==> config.mk <==
export PLATFORM = sky130hd
export DESIGN_NAME = stopwatch_ctrl
export DESIGN_NICKNAME = d
export VERILOG_FILES = /design/src/rtl/stopwatch_pkg.sv /design/src/rtl/stopwatch_ctrl_lim_digit.sv /design/src/rtl/stopwatch_ctrl.sv
export SDC_FILE = /design/constraint.sdc
export NUM_CORES = 1
export LEC_CHECK = 0
export CAP_MARGIN = 20
export CORE_MARGIN = 2
export CORE_UTILIZATION = 35
export CTS_BUF_LIST = sky130_fd_sc_hd__clkbuf_8 sky130_fd_sc_hd__clkbuf_16
export DETAILED_ROUTE_END_ITERATION = 8
export PLACE_DENSITY_LB_ADDON = 0.08
export SYNTH_ARGS = -nofsm -noshare
export SYNTH_HDL_FRONTEND = slang
export SYNTH_SLANG_ARGS = --single-unit
==> constraint.sdc <==
create_clock -name clk -period 3.4 [get_ports clk]
set_clock_uncertainty 0.15 [all_clocks]
set_input_delay 0.34 -clock clk [delete_from_list [all_inputs] [get_ports clk]]
set_output_delay 0.34 -clock clk [all_outputs]
set_load 0.05 [all_outputs]
==> src/rtl/stopwatch_pkg.sv <==
// Shared constants for the stopwatch time base: FSM encoding, digit width and
// default wrap limits of the four display digits.
package stopwatch_pkg;

  localparam int DIGIT_W = 4;

  localparam int TENTHS_LIM_DEF   = 10;
  localparam int SEC_ONES_LIM_DEF = 10;
  localparam int SEC_TENS_LIM_DEF = 6;
  localparam int MIN_LIM_DEF      = 10;

  typedef enum logic [1:0] {
    ST_IDLE  = 2'd0,
    ST_RUN   = 2'd1,
    ST_PAUSE = 2'd2
  } state_e;

endpackage

==> src/rtl/stopwatch_ctrl_lim_digit.sv <==
// One display digit: increments on carry-in, wraps to 0 at LIM and reports a
// combinational carry-out so digits can be chained within a single cycle.
module lim_digit
  import stopwatch_pkg::*;
#(
  parameter int LIM = 10
) (
  input  logic               clk,
  input  logic               reset_n,
  input  logic               clr,
  input  logic               ci,
  output logic [DIGIT_W-1:0] d,
  output logic               co
);

  logic [DIGIT_W-1:0] d_q, d_d;
  logic [DIGIT_W:0]   sum;

  // Sum is one bit wider so the compare against LIM cannot alias on overflow.
  always_comb begin
    sum = {1'b0, d_q} + {{DIGIT_W{1'b0}}, ci};
    d_d = d_q;
    if (clr) begin
      d_d = '0;
    end else if (sum == (DIGIT_W+1)'(LIM)) begin
      d_d = '0;
    end else begin
      d_d = sum[DIGIT_W-1:0];
    end
  end

  assign co = ci && (d_q == DIGIT_W'(LIM - 1));
  assign d  = d_q;

  always_ff @(posedge clk or negedge reset_n) begin
    if (!reset_n) begin
      d_q <= '0;
    end else begin
      d_q <= d_d;
    end
  end

endmodule

==> src/rtl/stopwatch_ctrl.sv <==
// Stopwatch time base: start/pause/clear FSM, tenth-second prescaler and the
// chained M:SS.T digit registers feeding the display driver.
//
//   state    | meaning
//   ST_IDLE  | cleared, prescaler held at 0, waiting for start_stop
//   ST_RUN   | prescaler counting, tick advances the digit chain
//   ST_PAUSE | prescaler and digits frozen, residual count kept
module stopwatch_ctrl
  import stopwatch_pkg::*;
#(
  parameter int CLK_DIV      = 10000000,
  parameter int TENTHS_LIM   = TENTHS_LIM_DEF,
  parameter int SEC_ONES_LIM = SEC_ONES_LIM_DEF,
  parameter int SEC_TENS_LIM = SEC_TENS_LIM_DEF,
  parameter int MIN_LIM      = MIN_LIM_DEF
) (
  input  logic               clk,
  input  logic               reset_n,
  input  logic               start_stop,
  input  logic               clear,
  output logic [DIGIT_W-1:0] tenths,
  output logic [DIGIT_W-1:0] sec_ones,
  output logic [DIGIT_W-1:0] sec_tens,
  output logic [DIGIT_W-1:0] minutes,
  output logic               running,
  output logic               rollover
);

  localparam int PW = $clog2(CLK_DIV);

  state_e          state_q, state_d;
  logic [PW-1:0]   presc_q, presc_d;
  logic            roll_q, roll_d;
  logic            tick;
  logic            co_tenths, co_ones, co_tens, co_min;

  assign tick = (state_q == ST_RUN) && (presc_q == PW'(CLK_DIV - 1));

  always_comb begin
    state_d = state_q;
    if (clear) begin
      state_d = ST_IDLE;
    end else if (start_stop) begin
      case (state_q)
        ST_IDLE:  state_d = ST_RUN;
        ST_RUN:   state_d = ST_PAUSE;
        ST_PAUSE: state_d = ST_RUN;
        default:  state_d = ST_IDLE;
      endcase
    end
  end

  // Pause holds the prescaler so a resumed interval finishes its partial tenth.
  always_comb begin
    presc_d = presc_q;
    if (clear || (state_q == ST_IDLE)) begin
      presc_d = '0;
    end else if (state_q == ST_RUN) begin
      presc_d = tick ? '0 : presc_q + PW'(1);
    end
  end

  assign roll_d = co_min && !clear;

  always_ff @(posedge clk or negedge reset_n) begin
    if (!reset_n) begin
      state_q <= ST_IDLE;
      presc_q <= '0;
      roll_q  <= 1'b0;
    end else begin
      state_q <= state_d;
      presc_q <= presc_d;
      roll_q  <= roll_d;
    end
  end

  lim_digit #(.LIM(TENTHS_LIM)) u_tenths (
    .clk(clk), .reset_n(reset_n), .clr(clear), .ci(tick),
    .d(tenths), .co(co_tenths)
  );

  lim_digit #(.LIM(SEC_ONES_LIM)) u_sec_ones (
    .clk(clk), .reset_n(reset_n), .clr(clear), .ci(co_tenths),
    .d(sec_ones), .co(co_ones)
  );

  lim_digit #(.LIM(SEC_TENS_LIM)) u_sec_tens (
    .clk(clk), .reset_n(reset_n), .clr(clear), .ci(co_ones),
    .d(sec_tens), .co(co_tens)
  );

  lim_digit #(.LIM(MIN_LIM)) u_minutes (
    .clk(clk), .reset_n(reset_n), .clr(clear), .ci(co_tens),
    .d(minutes), .co(co_min)
  );

  assign running  = (state_q == ST_RUN);
  assign rollover = roll_q;

endmodule

Word level (Yosys, flattened, before mapping)
Cells that the tools add are included.

operators by class
  reductions and logical operators = 12
  eq/ne operators = 11
  add/sub/neg operators = 5
  mux-type cells = 14

operator list
  kind                     count
  $mux W24                 3
  $mux W4                  8
  $add A24 B1 Y24 const B  1
  $eq A24 B24 Y1 const B   1
  $add A4 B1 Y5            4
  $eq A5 B4 Y1 const B     3
  $eq A4 B4 Y1 const B     3
  $logic_and A1 B1 Y1      6
  $eq A5 B3 Y1 const B     1
  $eq A4 B3 Y1 const B     1
  $mux W2                  2
  $pmux W2 S2              1
  $reduce_bool A2 Y1       2
  $eq A2 B1 Y1 const B     1
  $eq A2 B2 Y1 const B     1
  $logic_not A2 Y1         1
  $reduce_or A2 Y1         1
  $logic_not A1 Y1         1
  $logic_or A1 B1 Y1       1

word-level totals
  logic and storage cells = 49
  input bits = 4
  output and inout bits = 18
  register bits = 43

Longest topological paths before layout
Gate-level depths: netlist of the first run.

  depth after elaboration = 9
  gate-level depth with buffers = 11

Modules after synthesis
Synthesis of the first run repeated with hierarchy kept, for this count alone.

second synthesis, totals
  cells, all modules = 268
  area total of the unflattened synthesis = 2474.9 um2

modules (own cells, without submodules)
  module                      instances  seq. area each (um2)  cells each  area each (um2)
  stopwatch_ctrl              1          675.6                 177         1540.2
  lim_digit (u_sec_ones ...)  2          100.1                 23          230.2
  lim_digit (u_minutes)       1          100.1                 24          250.2
  lim_digit (u_sec_tens)      1          100.1                 21          224.0

Worst setup path before layout of the first run
Ideal clock, no wire load.

  path type = reg2reg
  from = reg presc_q[8]
  to = reg u_minutes.d_q[1], in the netlist u_minutes.d[1]
  buffers on the path = 0
  data arrival time = 2.312 ns
  slack = 0.803 ns
  cell stages (with the launch flop) = 11
  library setup time = 0.135 ns
  clock period less this slack = 2.597 ns
  required time = 3.115 ns
  cell sequence = dfrtp_1 -> or4b_4 -> nor4_4 -> and3_1 -> and3_1 -> ha_1 -> ha_1 -> nand3b_1 -> o21ai_0 -> and4b_1 -> nor3b_1

on the way
  longest elaborated chain between the ends = 9

RTL lines
  element                             line                            text
  start: declaration                  stopwatch_ctrl.sv:32            logic [PW-1:0] presc_q, presc_d;
  start signal: assignment            stopwatch_ctrl.sv:72            presc_q <= presc_d;
  $eq A24 B24 Y1 *                    stopwatch_ctrl.sv:37            assign tick = (state_q == ST_RUN) && (presc_q == PW'(CLK_DIV - 1));
  $logic_and A1 B1 Y1 *               stopwatch_ctrl.sv:37
  $logic_and A1 B1 Y1 * (3 in a row)  stopwatch_ctrl_lim_digit.sv:32  assign co = ci && (d_q == DIGIT_W'(LIM - 1));
  $add A4 B1 Y5 *                     stopwatch_ctrl_lim_digit.sv:21  sum = {1'b0, d_q} + {{DIGIT_W{1'b0}}, ci};
  $eq A5 B4 Y1                        stopwatch_ctrl_lim_digit.sv:25  end else if (sum == (DIGIT_W+1)'(LIM)) begin
  $mux W4 *                           stopwatch_ctrl_lim_digit.sv:25
  $mux W4 *                           stopwatch_ctrl_lim_digit.sv:23  if (clr) begin
  named net u_minutes.d_d[1]          stopwatch_ctrl_lim_digit.sv:16  logic [DIGIT_W-1:0] d_q, d_d;
  end signal: assignment              stopwatch_ctrl_lim_digit.sv:37  d_q <= '0;
  end signal: assignment              stopwatch_ctrl_lim_digit.sv:39  d_q <= d_d;
  end: declaration                    stopwatch_ctrl_lim_digit.sv:16

The timed path passes the listed nets; every way through them passes the cells marked *.
A chain may end at the register's enable or synchronous reset.

Worst setup path after layout of the first run
Same ends and word-level chain as after synthesis.

==> impl_metrics.yaml, run 1 <==
cts:
  cts_tree: "yes"
  clock_path_buffers: 2
  worst_skew_pair.late_latency_ns: 0.30
  hold_buffers: 0
  path_clk_slew_ns: 0.08
  htreeDepth: 2
  cts_sinks: 43
  clockRootBuffer: "clkbuf_8"
  cts_setup_buffers: 0
  cts_made_buffers: 5
  postCtsResizedCells: 0
power_and_ir_drop:
  seqPwrFrac_pct: 56.5
  switching_share_pct: 23.97
  ir_worst_vdd_v: 0.0001380
  pwr-share-clk_pct: 36.8
  finalPower_uw: 914.0
  power_frac_comb_pct: 6.7
  power_switching_uw: 219.1
  power.leakage_nw: 1.194
  p_per_area_nw_per_um2: 326.3
  intPower_uw: 694.9
yosys:
  synthCells: 241
  ys_ff_latch: 43
  ys_seq_area_share_pct: 44.54
  synth_ff_type: "dfrtp_1"
  synth_edf_count: 0
  syn-num-nets: 254
  synth_warnings: 0
  async_flop_share_pct: 100.0
  syn_area_um2: 2416
  syn_avg_cell_area_um2: 10.03
  synth_cell_types: 46
placement:
  preCtsSetupSlack_ns: 0.5950
  io_buffers: 21
  hpwl_mm: 3.591
  gp_congestion: 0.7690
  place_area_um2: 2684
timing:
  post-route-min-period_ns: 2.830
  fin_crit_sh_pct: 83.23
  fmax_ghz: 0.3534
  tightest_slew_ns: 0.7136
  setup_violations: 0
  timing.final.ws_setup_ns: 0.5701
  finalHoldViolations: 0
  relSlewSlack_pct: 51.99
  rsz0062_at_grt: "false"
  setup_tns_ns: 0
  slew_violations: 0
critical_path:
  crit_path_top_delay_cell: "or4b_4"
  crit_path_max_fanout: 7
  cp-start-kind: "flop"
  worstPathRequired_ns: 3.46
  worstPathArrival_ns: 2.89
  r2r-end: "u_minutes.d[1]"
  critical-path-top-delay-family: "simple AND/OR/NAND/NOR gates"
  cp_num_buf_inv: 0
  end_kind: "flop"
  crit_path_cell_trace: "or4b_4 -> nor4_4 -> and3_1 -> and3_1 -> ha_1 -> ha_1 -> o21ai_0 -> and4b_1 -> nor3b_1"
  reg2reg_depth: 9
  max_stage_delay_ns: 0.57
  r2r_start: "presc_q[8]"
  critPathKind: "reg -> reg"
  cp-startpoint: "presc_q[8]"
  rrSetupSlack_ns: 0.57
detailed_routing:
  postRouteWirelength_mm: 5.346
  routed_via_density: 5.474
  drt_iter0_markers: 84
  first_pass_iters: 4
  route.detailed.drc: 0
  wl_per_cell_um: 15.54
  via_count: 1883
  postRouteAntennaNets: 0
final_layout:
  layout.filler_cells: 662
  layout-drive-gt1-share_pct: 7.955
  antennaDiodeCount: 0
  seq_area_um2: 1076
  finalInstanceArea_um2: 2801
  fin_nets: 277
  multi_input_area_um2: 1250
  syn_to_final_growth_pct: 15.95
floorplanning:
  die_w_um: 87.09
  core_region_area_um2: 6719
  initial_utilization_pct: 35.96
  die_h_um: 87.09
  rows: 30
  boundaryPins: 22
  die_area_um2: 7584
run:
  cap_violations: 0
grt:
  grt_pass1_wl_mm: 9.211
  grt_usage_pct: 15.37
  grt_max_degree: 44
  gr-total-overflow: 0
  grt_antenna_before_repair: 0
  grt_pass1_vias: 1815
run_status:
  outcome: "finished, final reports clean"
hold_path:
  hold_class: "in -> async"
## worst max-delay path by stage
stage,cells past startpoint,slack [ns],end
floorplan,10,0.80,u_minutes.d[1]
global placement,9,0.68,u_minutes.d[1]
detailed placement,9,0.59,u_minutes.d[1]
CTS,9,0.55,u_minutes.d[1]
global route,9,0.39,u_minutes.d[1]
finish,9,0.57,u_minutes.d[1]
## layout by cell type (no fill, tap or decap), drive strengths merged, types with 5 or more instances in the layout
cell            n
a41oi           6
o21ai          10
inv             6
a21oi          13
xnor2           7
o211ai          5
a31oi          11
xor2            5
nor2           13
dfrtp          43
ha              9
nor4bb          5
nand2          17
nand3          15
clkbuf          6
clkdlybuf4s50  20
and3            8
nand4           5
buf             6
## worst register-to-register path, stage by stage, from the launching register on
cell and delay, ns:
dfrtp_1 0.45, or4b_4 0.57, nor4_4 0.22, and3_1 0.26, and3_1 0.19, ha_1 0.18, ha_1 0.21, o21ai_0 0.13
and4b_1 0.21, nor3b_1 0.19
## synthesized netlist by cell type (all sizes together) (4+ instances only)
| cell | n | area (um^2) |
|---|---|---|
| nor2b | 4 | 25.02 |
| nor3b | 4 | 30.03 |
| xor2 | 5 | 43.79 |
| nand3 | 15 | 75.07 |
| and3 | 8 | 50.05 |
| o211ai | 5 | 37.54 |
| a22o | 4 | 35.03 |
| nor4 | 4 | 46.29 |
| a41oi | 6 | 52.55 |
| clkbuf | 4 | 15.01 |
| nor2 | 13 | 48.80 |
| a31oi | 11 | 68.82 |
| nand2 | 17 | 63.81 |
| dfrtp | 43 | 1076 |
| nand4 | 5 | 46.29 |
| a21oi | 13 | 68.82 |
| inv | 6 | 22.52 |
| ha | 9 | 112.6 |
| xnor2 | 7 | 61.31 |
| buf | 7 | 52.54 |
| nor4bb | 5 | 50.05 |
| o21ai | 10 | 50.05 |
## metal layers
layer	wire length (um)	part of all wire (%)	vias up	GRT usage (%)
li1	-	-	958	-
met1	2864	54	887	23.57
met2	2267	42	33	21.30
met3	159	3.0	5	3.412
met4	54	1.0	0	4.688
met5	0	0	-	0
## cell type report
type / count / share of cell area [%]
Clock buffer: 6 / 2.948
Clock inverter: 1 / 0.1787
Inverter: 6 / 0.8039
Multi-Input combinational cell: 181 / 44.62
Sequential cell: 43 / 38.41
Tap cell: 80 / 3.573
Timing Repair Buffer: 27 / 9.468
## power groups by stage
stage	clock network [mW]	logic, mW	registers [mW]
floorplan	0	0.0374	0.526
global placement	0	0.0589	0.527
detailed placement	0	0.0588	0.527
CTS	0.354	0.0587	0.517
global route	0.371	0.0690	0.518
finish	0.336	0.0611	0.517
## kinds of logic after synthesis
kind of cell,Yosys count,share of synthesized area (%)
adders and majority gates,9,4.661
muxes,2,0.8804
xor gates and xnor gates,12,4.350
buffers and inverters,17,3.728
DFF,43,44.54
AOI/OAI and AO/OA,57,15.69
and+or+nand+nor,101,26.15
## state kept, by name, summed over array words and instances, names as in the netlist
signal,count
u_sec_ones.d,4
state_q,2
u_tenths.d,4
u_minutes.d,4
u_sec_tens.d,4
presc_q,24
rollover,1
## through the flow
stage	utilization [%]	instances	hold WS [ns]
2_1_floorplan	-	241	-0.1056
3_3_place_gp	39.94	335	0.3725
3_5_place_dp	39.94	335	0.3608
4_1_cts	41.25	342	0.09969
5_1_grt	41.69	344	0.3483
6_report	41.69	344	0.3185
Note: power is estimated with default switching activity, not from simulation.
==> run 2, diff against run 1 <==
==> constraint.sdc (replaced) <==
create_clock -name clk -period 2.5 [get_ports clk]
set_clock_uncertainty 0.15 [all_clocks]
set_input_delay 0.25 -clock clk [delete_from_list [all_inputs] [get_ports clk]]
set_output_delay 0.25 -clock clk [all_outputs]
set_load 0.05 [all_outputs]
==> run 2 against run 1 <==
- the flow now finishes with violations (setup timing)
- sequential power rose by 36%
- sequential share of layout area fell by 5.8 points
- non-clock buffer count rose by 35
- largest cell class unchanged
==> impl_metrics.yaml, run 2 (synthesis results as in run 1) <==
placement:
  hpwl_mm: 3.986
  io_buffers: 21
  gp_congestion: 0.7263
detailed_routing:
  routed_via_density: 5.403
  postRouteAntennaNets: 0
  route.detailed.drc: 0
  wl_per_cell_um: 15.73
  postRouteWirelength_mm: 5.977
  drt_iter0_markers: 90
  via_count: 2053
  first_pass_iters: 4
floorplanning:
  rows: 30
  die_area_um2: 7584
  die_h_um: 87.09
  core_region_area_um2: 6719
  boundaryPins: 22
  initial_utilization_pct: 35.96
  die_w_um: 87.09
grt:
  grt_util_met1_pct: 22.26
  grt_antenna_before_repair: 0
  grt_pass1_wl_mm: 9.784
  gr-total-overflow: 0
  grt_max_degree: 41
  use_met2_pct: 27.00
  grt_pass1_vias: 2006
  grt.busiest_layer: "met2"
  met3_usage_pct: 3.128
  grt_usage_pct: 16.50
run:
  cap_violations: 0
critical_path:
  crit_path_cell_trace: "or4b_4 -> nor4_4 -> and3_4 -> and3_4 -> ha_4 -> ha_4 -> nand3b_1 -> o21ai_2 -> and4b_1 -> nor3b_2"
  rrSetupSlack_ns: -0.05
  end_kind: "flop"
  worstPathArrival_ns: 2.58
  crit_end: "u_minutes.d[1]"
  cp-startpoint: "presc_q[8]"
  worstPathRequired_ns: 2.53
  r2r_start: "presc_q[8]"
  reg2reg_depth: 10
  crit_path_max_fanout: 3
  critPathKind: "reg -> reg"
  crit_path_top_delay_cell: "or4b_4"
  cp-start-kind: "flop"
  max_stage_delay_ns: 0.55
  r2r-end: "u_minutes.d[1]"
cts:
  worst_skew_pair.late_latency_ns: 0.29
  clock_path_buffers: 2
  path_clk_slew_ns: 0.09
  clockRootBuffer: "clkbuf_8"
  cts_tree: "yes"
  cts_sinks: 43
  htreeDepth: 2
  cts_made_buffers: 5
timing:
  relSlewSlack_pct: 31.52
  timing.final.ws_setup_ns: -0.05408
  fmax_ghz: 0.3915
  fin_crit_sh_pct: 102.2
  worst_hold_slack_ns: 0.3454
  rsz0062_at_grt: "true"
  tightest_slew_ns: 1.025
  setup_tns_ns: -0.1763
  finalHoldViolations: 0
  slew_violations: 0
  post-route-min-period_ns: 2.554
  setup_violations: 4
final_layout:
  syn_to_final_growth_pct: 36.41
  final_cell_mix: "dfrtp_1, buf_4, clkdlybuf4s50_1, nand2_1, nor2_1"
  layout_commonest_cell: "dfrtp_1"
  largest_reg_flops: 24
  multi_input_area_um2: 1453
  seq_area_um2: 1076
  fin_nets: 312
  layout-drive-gt1-share_pct: 28.33
  antennaDiodeCount: 0
  regMostFlops: "presc_q"
  layout.filler_cells: 609
run_status:
  violations: "setup timing"
  outcome: "finished, violations left"
power_and_ir_drop:
  p_per_area_nw_per_um2: 412.4
  power.leakage_nw: 1.394
  ir_worst_vdd_v: 0.0002193
  finalPower_mw: 1.359
hold_path:
  hold_class: "in -> async"
run 2: area by class of cell:
| class | instances | share of cell area (%) |
|---|---|---|
| inverters | 6 | 0.6834 |
| flip-flops and latches | 43 | 32.65 |
| clock buffers | 6 | 2.506 |
| clock inverters | 2 | 1.063 |
| well taps | 80 | 3.037 |
| multi-input cells | 181 | 44.08 |
| repair buffers | 62 | 15.98 |
run 2: routing by layer:
metal / part of all wire (%) / up-vias
met3: 2.9 / 2
met4: 0.52 / 0
met1: 49 / 999
met2: 48 / 27
met5: 0 / -
li1: - / 1025
run 2: how the worst min path moves through the flow:
stage,endpoint,slack (ns),startpoint
floorplan,presc_q[0],-0.20,reset_n
finish,u_minutes.d[3],0.35,reset_n
CTS,presc_q[22],0.37,presc_q[22]
detailed placement,rollover,0.17,reset_n
global placement,u_minutes.d[2],0.17,reset_n
global route,presc_q[22],0.40,presc_q[22]
run 2: worst max-delay path, delay by kind of cell, from the launching register on:
| kind | cells | cell delay (ns) |
|---|---|---|
| compound gates | 1 | 0.08 |
| fa+ha+maj | 2 | 0.29 |
| simple gates | 7 | 1.52 |
| flops | 1 | 0.39 |
run 2: per-stage QoR:
| stage | instances | cell area (um^2) | utilization, % | worst slack, ns |
|---|---|---|---|---|
| 3_3_place_gp | 367 | 2924 | 43.52 | -0.04121 |
| 4_1_cts | 380 | 3226 | 48.01 | -0.03727 |
| 2_1_floorplan | 241 | 2416 | - | -0.09620 |
| 6_report | 380 | 3296 | 49.05 | -0.05408 |
| 3_5_place_dp | 367 | 2924 | 43.52 | -0.08752 |
| 5_1_grt | 380 | 3296 | 49.05 | -0.1707 |
run 2: power breakdown:
part,internal [mW],total [mW],switching [mW]
clock,0.324,0.568,0.245
sequential,0.699,0.701,0.00267
combinational,0.0318,0.0896,0.0579
run 2: timing repair:
action / CTS / global route
setup endpoints to repair: 5 / 10
resized for setup: 30 / 12
buffers inserted: 4 / 1
endpoints found under the hold margin: 25 / 0
hold buffers: 1 / 0
pin swaps: 4 / 5
